$ cat src/rtl/logic_gate_unit.sv
// logic_gate_unit
// Registered bitwise logic unit with a valid/ready request path and a
// truth-table sweep engine. The datapath applies one of eight two-input
// functions to every bit of a and b independently; the sweep engine
// evaluates the selected function over all four input combinations and
// captures the result in a 4-bit truth table.

module logic_gate_unit #(
   parameter int unsigned WIDTH = 4
) (
   input  logic             clk,
   input  logic             rst,
   input  logic             in_valid,
   output logic             in_ready,
   input  logic [WIDTH-1:0] a,
   input  logic [WIDTH-1:0] b,
   input  logic [2:0]       op,
   output logic             out_valid,
   input  logic             out_ready,
   output logic [WIDTH-1:0] s,
   input  logic             sweep_start,
   output logic             sweep_busy,
   output logic [3:0]       truth,
   output logic             truth_valid
);

   // Sweep sequencer states: wait, evaluate one table row per cycle, announce.
   typedef enum logic [1:0] {
      IDLE = 2'd0,
      STEP = 2'd1,
      DONE = 2'd2
   } state_t;

   // Function encoding shared by the datapath and the sweep engine.
   localparam logic [2:0] OP_AND  = 3'b000;
   localparam logic [2:0] OP_OR   = 3'b001;
   localparam logic [2:0] OP_NAND = 3'b010;
   localparam logic [2:0] OP_NOR  = 3'b011;
   localparam logic [2:0] OP_XOR  = 3'b100;
   localparam logic [2:0] OP_XNOR = 3'b101;
   localparam logic [2:0] OP_AONB = 3'b110;
   localparam logic [2:0] OP_NAOB = 3'b111;

   // ------------------------------------------------------------------
   // Function helpers
   // ------------------------------------------------------------------

   // Bitwise evaluation over the full operand width; every bit position
   // is computed from the same bit index of x and y only.
   function automatic logic [WIDTH-1:0] gate_vec(
      input logic [2:0]       sel,
      input logic [WIDTH-1:0] x,
      input logic [WIDTH-1:0] y
   );
      case (sel)
         OP_AND:  gate_vec = x & y;
         OP_OR:   gate_vec = x | y;
         OP_NAND: gate_vec = ~(x & y);
         OP_NOR:  gate_vec = ~(x | y);
         OP_XOR:  gate_vec = x ^ y;
         OP_XNOR: gate_vec = ~(x ^ y);
         OP_AONB: gate_vec = x | ~y;
         OP_NAOB: gate_vec = ~x | y;
         default: gate_vec = {WIDTH{1'b0}};
      endcase
   endfunction

   // Single-bit evaluation used to build one truth-table row.
   function automatic logic gate_bit(
      input logic [2:0] sel,
      input logic       x,
      input logic       y
   );
      case (sel)
         OP_AND:  gate_bit = x & y;
         OP_OR:   gate_bit = x | y;
         OP_NAND: gate_bit = ~(x & y);
         OP_NOR:  gate_bit = ~(x | y);
         OP_XOR:  gate_bit = x ^ y;
         OP_XNOR: gate_bit = ~(x ^ y);
         OP_AONB: gate_bit = x | ~y;
         OP_NAOB: gate_bit = ~x | y;
         default: gate_bit = 1'b0;
      endcase
   endfunction

   // ------------------------------------------------------------------
   // State
   // ------------------------------------------------------------------
   state_t           state_r;
   logic [1:0]       idx_r;
   logic [2:0]       sweep_op_r;
   logic [3:0]       truth_r;
   logic             truth_valid_r;
   logic             sweep_busy_r;
   logic [WIDTH-1:0] s_r;
   logic             out_valid_r;

   logic             in_ready_s;
   logic             accept_s;

   // ------------------------------------------------------------------
   // Handshake
   // ------------------------------------------------------------------

   // A request is only taken while the sequencer is idle, no sweep is being
   // requested (the sweep wins a tie) and the output slot is free or draining.
   assign in_ready_s = (state_r == IDLE) && !sweep_start && (!out_valid_r || out_ready);
   assign accept_s   = in_valid && in_ready_s;

   // ------------------------------------------------------------------
   // Datapath result register
   // ------------------------------------------------------------------

   // Load a new result on accept; otherwise hold it until the consumer
   // drains it. Accept and drain together keep out_valid high.
   always_ff @(posedge clk) begin
      if (rst) begin
         s_r         <= {WIDTH{1'b0}};
         out_valid_r <= 1'b0;
      end else if (accept_s) begin
         s_r         <= gate_vec(op, a, b);
         out_valid_r <= 1'b1;
      end else if (out_ready) begin
         s_r         <= s_r;
         out_valid_r <= 1'b0;
      end else begin
         s_r         <= s_r;
         out_valid_r <= out_valid_r;
      end
   end

   // ------------------------------------------------------------------
   // Truth-table sweep sequencer
   // ------------------------------------------------------------------

   // Latch the function on start, fill one table row per STEP cycle using
   // the latched function, then raise truth_valid for the single DONE cycle.
   always_ff @(posedge clk) begin
      if (rst) begin
         state_r       <= IDLE;
         idx_r         <= 2'd0;
         sweep_op_r    <= 3'b000;
         truth_r       <= 4'b0000;
         truth_valid_r <= 1'b0;
         sweep_busy_r  <= 1'b0;
      end else begin
         case (state_r)
            IDLE: begin
               truth_valid_r <= 1'b0;
               if (sweep_start) begin
                  sweep_op_r   <= op;
                  idx_r        <= 2'd0;
                  sweep_busy_r <= 1'b1;
                  state_r      <= STEP;
               end else begin
                  sweep_busy_r <= 1'b0;
                  state_r      <= IDLE;
               end
            end
            STEP: begin
               truth_r[idx_r] <= gate_bit(sweep_op_r, idx_r[1], idx_r[0]);
               idx_r          <= idx_r + 2'd1;
               sweep_busy_r   <= 1'b1;
               if (idx_r == 2'd3) begin
                  truth_valid_r <= 1'b1;
                  state_r       <= DONE;
               end else begin
                  truth_valid_r <= 1'b0;
                  state_r       <= STEP;
               end
            end
            DONE: begin
               truth_valid_r <= 1'b0;
               sweep_busy_r  <= 1'b0;
               state_r       <= IDLE;
            end
            default: begin
               // Unreachable encoding: recover to a quiet idle state.
               truth_valid_r <= 1'b0;
               sweep_busy_r  <= 1'b0;
               idx_r         <= 2'd0;
               state_r       <= IDLE;
            end
         endcase
      end
   end

   // ------------------------------------------------------------------
   // Outputs
   // ------------------------------------------------------------------
   assign in_ready    = in_ready_s;
   assign s           = s_r;
   assign out_valid   = out_valid_r;
   assign truth       = truth_r;
   assign truth_valid = truth_valid_r;
   assign sweep_busy  = sweep_busy_r;

endmodule

$ cat config.mk
export PLATFORM = sky130hd
export DESIGN_NAME = logic_gate_unit
export DESIGN_NICKNAME = d
export VERILOG_FILES = /design/src/rtl/logic_gate_unit.sv
export SDC_FILE = /design/constraint.sdc
export NUM_CORES = 1
export LEC_CHECK = 0
export BUFFER_PORTS_ARGS = -buffer_cell sky130_fd_sc_hd__buf_4
export CELL_PAD_IN_SITES_DETAIL_PLACEMENT = 1
export CELL_PAD_IN_SITES_GLOBAL_PLACEMENT = 2
export CORE_MARGIN = 3
export CORE_UTILIZATION = 35
export CTS_CLUSTER_SIZE = 12
export DETAILED_ROUTE_END_ITERATION = 10
export PLACE_DENSITY_LB_ADDON = 0.1
export SLEW_MARGIN = 40
export SYNTH_ARGS = -nofsm -noshare
export SYNTH_HDL_FRONTEND = slang
export SYNTH_SLANG_ARGS = --single-unit
$ cat constraint.sdc
create_clock -name clk -period 3 [get_ports clk]
set_input_delay 0.6 -clock clk [delete_from_list [all_inputs] [get_ports clk]]
set_output_delay 0.6 -clock clk [all_outputs]
set_load 0.01 [all_outputs]
==> metrics.md, run 1 <==
| Metric | Value |
|---|---|
| Combinational fraction of design power | `23.7%` |
| Most used DFF post-synth | `dfxtp_1` |
| Routability congestion estimate | `0.7298` |
| # setup viols final | `0` |
| Die area | `0.004607 mm²` |
| Final hold vios | `0` |
| Syn Nets | `187` |
| RSZ-0062 raised after global routing | `false` |
| R2r setup slk | `1200 ps` |
| Crit path DAT | `1240 ps` |
| Remaining global-route overflow | `0` |
| CTS tree | `built` |
| Period utilization | `61.35%` |
| Share of cells above drive strength 1 | `between 20% and 30%` |
| Critical R2R Capture | `truth[3]` |
| HP Class | `flop to flop` |
| Main combinational cell family by area after synthesis | `adder cells` |
| Die Y | `67.88 µm` |
| DIE WIDTH | `roughly 68 µm` |
| Post-CTS Setup Bufs | `0` |
| Status | `finished clean` |
| Mapped Avg Cell Area | `8.874 µm²` |
| Core box area | `0.003521 mm²` |
| Via count | `1141` |
| Dpl hpwl | `2.423 mm` |
| PortBufs | `27` |
| Post-CTS Hold Fix Bufs | `0` |
| Cell Chain, Critical Path | `buf_4 > nand2b_1 > nor4b_1 > buf_4` |
| Final Max Tran Viols | `0` |
| Critical path type | `input port to output port` |
| Compound-Gate Fraction of Synth Area | `between 15 and 20%` |
| Post-synth EDFFs | `0` |
| Total GRT Usage | `14.47%` |
| Asr flop ratio synth | `0%` |
| Slowest cell on the critical path | `nor4b_1` |
| H-tree Lvls | `1` |
| Synth warnings | `0` |
| Pleak | `0.0007432 µW` |
| Routed WL | `3.099 mm` |
| Mux contribution to synthesized area | `10.74%` |
| Worst skew pair latency | `260 ps` |
| CTS clk-pin slew, worst paths | `70 ps` |
| Row count | `21` |
| Largest net degree at the start of global routing | `22` |
| Count of clock tree sinks | `18` |
| Critical path's most frequent cell | `buf_4` |
| Worst setup endpoint | `in_ready` |
| Worst-Margin Slew | `572.9 ps` |
| Synth Area in Simple Gates | `18.30%` |
| Synth Area in Adders | `18.67%` |
| Placed cells | `218` |
| Root Driver | `clkbuf_8` |
| DR WL/cell | `between 10 and 15 µm` |
| Post-Synth XOR/XNOR Area | `0%` |
| Sw Share | `27.43%` |
| Post-synth cell types | `33` |
| Power density cells | `371.8 mW/mm²` |
| Vias in the first global route | `1089` |
| Pint | `~440 µW` |
| VDD IR-drop max | `between 0.0003 and 0.0004 V` |
| Drt pass-1 iters | `3` |
| Num CTS Buffers | `3` |
| Critical path required time | `between 2000 and 2500 ps` |
| Sequential share of the synthesized area | `between 20% and 30%` |
| Worst slew margin | `61.73%` |
| IO Count | `28` |
| Layout Cells excl Fill | `222` |
| Period minus WS final | `between 1500 and 2000 ps` |
| Reg2reg start | `idx_r[0]` |
| CP Launch Type | `input port` |
| Initial core utilization | `38.06%` |
| Max FO, Critical Path | `3` |
| ANT nets after route | `0` |
| Post-Syn Instances | `~150` |
| Crit path largest cell delay | `260 ps` |
| Clk_skew | `2.133 ps` |
| Crit path launch | `out_ready` |
| # diodes | `0` |
| Clock power frac | `between 30% and 40%` |
| Achievable Freq | `543.4 MHz` |
| Avg Vias per Cell | `5.140` |
| Sequential Power Share | `43.2%` |
| Synth Cell Area | `0.001340 mm²` |
| Drt initial violations | `55` |
| #FFs+latches synth | `18` |
| Crit path capture type | `output port` |
| Sw Pwr | `between 150 and 200 µW` |
| Final net count | `213` |
| Drt drc | `0` |
| Clock buffer depth | `2` |
| Layout area overhead | `20.91%` |
| Worst r2r path cells | `6` |
| Setup TNS Final | `0 ps` |
| CTS resizes | `0` |
| Max-cap violation count | `0` |
| Initial antenna violation count | `0` |
| First-pass GRT wire length | `5.002 mm` |
## layout by cell type, fill, tap and decap left out, types with 3 or more instances in the layout
cell type | Yosys | layout
clkbuf_8 | 0 | 4
nand3b_1 | 4 | 4
nand2_1 | 5 | 5
mux2i_1 | 8 | 8
nor2b_1 | 5 | 5
and2_1 | 4 | 4
nor2_1 | 9 | 9
ha_1 | 20 | 20
inv_1 | 18 | 18
buf_4 | 1 | 27
nor3_1 | 6 | 6
dfxtp_1 | 18 | 18
o41ai_1 | 3 | 3
a21oi_1 | 13 | 13
mux2_2 | 3 | 3
a311oi_1 | 4 | 4
a211oi_1 | 4 | 4
o22ai_1 | 4 | 4
## flip-flops by register name, summed over array words and instances, names as in the netlist
| register | count |
|---|---|
| truth | 4 |
| out_valid | 1 |
| sweep_op_r | 3 |
| s | 4 |
| state_r | 2 |
| truth_valid | 1 |
| idx_r | 2 |
| sweep_busy | 1 |
## cells in the mapped netlist (all sizes together), types with 3 or more instances
cell,number,area share (%)
nor3,6,2.2
buf,3,1.8
dfxtp,18,27
mux2i,8,6.0
o41ai,4,3.2
mux2,5,4.8
a311oi,4,2.6
and2,4,1.9
nor2,9,2.5
a211oi,4,2.2
clkbuf,3,0.84
o22ai,4,1.9
nor2b,6,3.4
a21oi,13,4.9
nand2,5,1.4
ha,20,19
inv,18,5.0
nand3b,4,2.2
## metrics by stage
step	hold WS [ps]	setup slack, ps	cell area, µm²	power [µW]	util [%]
final	493.2	1160	1620	602.4	46.02
after global routing	511.6	1088	1620	640.8	46.02
after CTS	491.9	1152	1620	610.2	46.02
after detailed placement	477.8	1022	1565	410.0	44.46
after global placement	478.3	1072	1565	401.9	44.46
after floorplan	460.5	1210	1340	357.1	-
## power by group through the flow
| stage | logic (µW) | registers (µW) | clock network, µW |
|---|---|---|---|
| 2_1_floorplan | 90.0 | 267 | 0 |
| 3_3_place_gp | 137 | 265 | 0 |
| 3_5_place_dp | 144 | 266 | 0 |
| 4_1_cts | 145 | 260 | 205 |
| 5_1_grt | 161 | 262 | 218 |
| 6_report | 142 | 260 | 200 |
## cell type report
cell class              count  area (µm²)
clock buffers               4       55.05
fillers                   427        1901
inverters                  18       67.56
multi-input cells         109       877.1
flip-flops and latches     18       360.3
well taps                  46       57.56
repair buffers             27       202.7
## routing by layer
layer / track usage (%) / part of all wire [%] / up-vias
li1: - / - / 580
met1: 17.74 / 46 / 536
met4: 2.233 / 0.26 / 0
met5: 0 / 0 / -
met2: 25.39 / 49 / 23
met3: 4.269 / 4.9 / 2
## worst max-delay path: cells and delay by family
kind | cells | cell delay, ps
buffers and inverters | 2 | 250
AND/OR/NAND/NOR | 2 | 390
## worst min-delay path by stage
stage,from,to,cells past startpoint
detailed placement,s[0],s[0],2
finish,s[0],s[0],2
global placement,s[0],s[0],2
floorplan,sweep_op_r[2],sweep_op_r[2],2
CTS,s[0],s[0],2
global route,s[0],s[0],2
## cells by family after synthesis
kind of cell    count (synthesis)
fa+ha+maj                      20
simple gates                   41
flops                          18
buf+inv                        24
compound gates                 35
mux                            13
(Power assumes the default switching activity.)
==> run 2, diff against run 1 <==
--- a/config.mk
+++ b/config.mk
@@ -5,11 +5,12 @@
 export SDC_FILE = /design/constraint.sdc
 export NUM_CORES = 1
 export LEC_CHECK = 0
+export ABC_AREA = 1
 export BUFFER_PORTS_ARGS = -buffer_cell sky130_fd_sc_hd__buf_4
 export CELL_PAD_IN_SITES_DETAIL_PLACEMENT = 1
 export CELL_PAD_IN_SITES_GLOBAL_PLACEMENT = 2
 export CORE_MARGIN = 3
-export CORE_UTILIZATION = 35
+export CORE_UTILIZATION = 27
 export CTS_CLUSTER_SIZE = 12
 export DETAILED_ROUTE_END_ITERATION = 10
 export PLACE_DENSITY_LB_ADDON = 0.1
==> constraint.sdc (replaced) <==
create_clock -name clk -period 1.6 [get_ports clk]
set_input_delay 0.32 -clock clk [delete_from_list [all_inputs] [get_ports clk]]
set_output_delay 0.32 -clock clk [all_outputs]
set_load 0.01 [all_outputs]
==> metrics.md, run 2 <==
| Metric | Value |
|---|---|
| Sequential share of the synthesized area | `24.49%` |
| CTS clk-pin slew, worst paths | `about 70 ps` |
| # diodes | `0` |
| Routed WL | `around 3.8 mm` |
| Drt initial violations | `55` |
| CP Launch Type | `flop` |
| Crit path largest cell delay | `approximately 370 ps` |
| Die area | `0.006371 mm²` |
| Critical path type | `flop to flop` |
| Post-Syn Instances | `around 210` |
| Post-Place Setup Slack | `71.24 ps` |
| Footprint of the multi-input gates | `~880 µm²` |
| Root Driver | `clkbuf_8` |
| Avg Vias per Cell | `4.426` |
| Worst setup margin | `199.0 ps` |
| First-pass GRT wire length | `6.410 mm` |
| Clock buffer depth | `2` |
| Max-cap violation count | `0` |
| Initial antenna violation count | `0` |
| Row count | `26` |
| RSZ-0062 raised after global routing | `false` |
| Top cells by area, synth | `dfxtp_1 24%, ha_1 17%, inv_1 12%` |
| Power density cells | `666.8 mW/mm²` |
| H-tree Lvls | `1` |
| Status | `finished clean` |
| Post-CTS Setup Bufs | `0` |
| HP Class | `input port to flop` |
| Synth warnings | `0` |
| #FFs+latches synth | `18` |
| PortBufs | `27` |
| Count of clock tree sinks | `18` |
| Post-synth cell types | `26` |
| Sequential Area | `362.8 µm²` |
| Period utilization | `87.56%` |
| Core box area | `0.005205 mm²` |
| Yosys top cell by area | `dfxtp_1` |
| IO Count | `28` |
| Total power | `1185 µW` |
| Commonest non-fill, non-tap cell in the layout | `inv_1` |
| Worst-Margin Slew | `337.5 ps` |
| Synth Cell Area | `~0.0015 mm²` |
| Layout area overhead | `20.75%` |
| Crit path capture type | `flop` |
| Hold_ws | `321.2 ps` |
| Drt pass-1 iters | `4` |
| Dpl hpwl | `2.822 mm` |
| Worst r2r path cells | `8` |
| Final net count | `272` |
| Max FO, Critical Path | `4` |
| Achievable Freq | `713.8 MHz` |
| Worst slew margin | `77.38%` |
| Vias in the first global route | `1303` |
| VDD IR-drop max | `0.0002718 V` |
| Asr flop ratio synth | `0%` |
| Mapped Avg Cell Area | `6.974 µm²` |
| Via count | `1350` |
| Total GRT Usage | `around an eighth` |
| Share of cells above drive strength 1 | `around a fifth` |
| # fillers | `683` |
| Post-synth top cells | `46 x inv_1, 31 x nand2_1, 20 x ha_1, 20 x nand4_1, 18 x dfxtp_1` |
| Syn Nets | `247` |
| Initial core utilization | `28.27%` |
| Final hold vios | `0` |
| Die Y | `79.82 µm` |
| Top cell type's share of synthesized area | `24.49%` |
| Post-CTS Hold Fix Bufs | `0` |
| Post-synth EDFFs | `0` |
| # setup viols final | `0` |
| Remaining global-route overflow | `0` |
| DIE WIDTH | `79.82 µm` |
| ANT nets after route | `0` |
| Num CTS Buffers | `3` |
| Clk_skew | `1.845 ps` |
| CTS tree | `built` |
| Routability congestion estimate | `0.7362` |
| Final Max Tran Viols | `0` |
| Pleak | `0.0008966 µW` |
| Commonest cells after routing, fill and taps aside | `45 x inv_1, 30 x nand2_1, 27 x buf_4` |
| Slowest cell on the critical path | `dfxtp_2` |
| Worst skew pair latency | `250 ps` |
| Worst Hold Depth | `2` |
| Cell Chain, Critical Path | `inv_1 > ha_4 > or2_1 > o21ai_0 > nand2_1 > nand3_1 > nand2_2 > a21oi_1` |
| Drt drc | `0` |
| Most used DFF post-synth | `dfxtp_1` |
| Period minus WS final | `1401 ps` |
| Most frequent cell after synthesis | `inv_1` |
| Critical path required time | `around 1800 ps` |
| Largest net degree at the start of global routing | `22` |
| Setup TNS Final | `0 ps` |
| Crit path DAT | `1590 ps` |
| DR WL/cell | `12.45 µm` |
-- run 2: cell count changes after synthesis, moves of 8 or more --
| cell | change |
|---|---|
| inv_1 | +28 |
| nand2_1 | +26 |
| nand4_1 | +20 |
| o21ai_0 | +12 |
| mux2i_1 | -8 |
-- run 2: cell families after synthesis --
family	share of synthesized area (%)
and+or+nand+nor	27.64
adders and majority gates	17.01
DFF	24.49
buffers and inverters	17.09
AOI/OAI and AO/OA	13.78
-- run 2: repair_timing --
| item | in CTS | in global routing |
|---|---|---|
| setup endpoints to repair | 0 | 4 |
| hold endpoints to repair | 0 | 0 |
| gates resized for setup | 0 | 6 |
-- run 2: path summary, 6_finish.rpt --
check / end / slack [ps] / from
min reg2reg: s[1] / 480 / s[1]
max reg2reg: truth[0] / 200 / idx_r[1]
max: truth[0] / 200 / idx_r[1]
min: s[3] / 320 / rst
-- run 2: metal layers --
metal | up-vias | global-route usage (%) | routed length [µm]
met5 | - | 0 | 0
met4 | 0 | 1.014 | 20
met3 | 2 | 2.257 | 137
met2 | 24 | 18.61 | 1557
met1 | 597 | 18.72 | 2082
li1 | 727 | - | -
-- run 2: stage by stage --
| stage | util, % | instance area [µm²] | std cells |
|---|---|---|---|
| 2_1_floorplan | - | 1471 | 211 |
| 3_3_place_gp | 32.67 | 1700 | 301 |
| 3_5_place_dp | 32.67 | 1700 | 301 |
| 4_1_cts | 33.73 | 1755 | 305 |
| 5_1_grt | 34.13 | 1777 | 305 |
| 6_report | 34.13 | 1777 | 305 |
-- run 2: power by group --
part	leakage (µW)	switching (µW)	internal [µW]	total [µW]
Combinational	0.000720	187	123	310
Sequential	0.000148	17.6	473	490
Clock	0.0000288	166	219	385
-- run 2: critical path: cells and delay by family, from the launching register on --
kind	cells	cell delay (ps)
and+or+nand+nor	4	450
buffers and inverters	1	90
AOI/OAI and AO/OA	2	210
adders and majority gates	1	220
DFF	1	370
-- run 2: cell type report --
type / count / share of cell area [%]
Sequential cell: 18 / 20.42
Clock buffer: 4 / 3.099
Multi-Input combinational cell: 136 / 49.44
Timing Repair Buffer: 27 / 11.41
Tap cell: 70 / 4.930
Inverter: 50 / 10.70
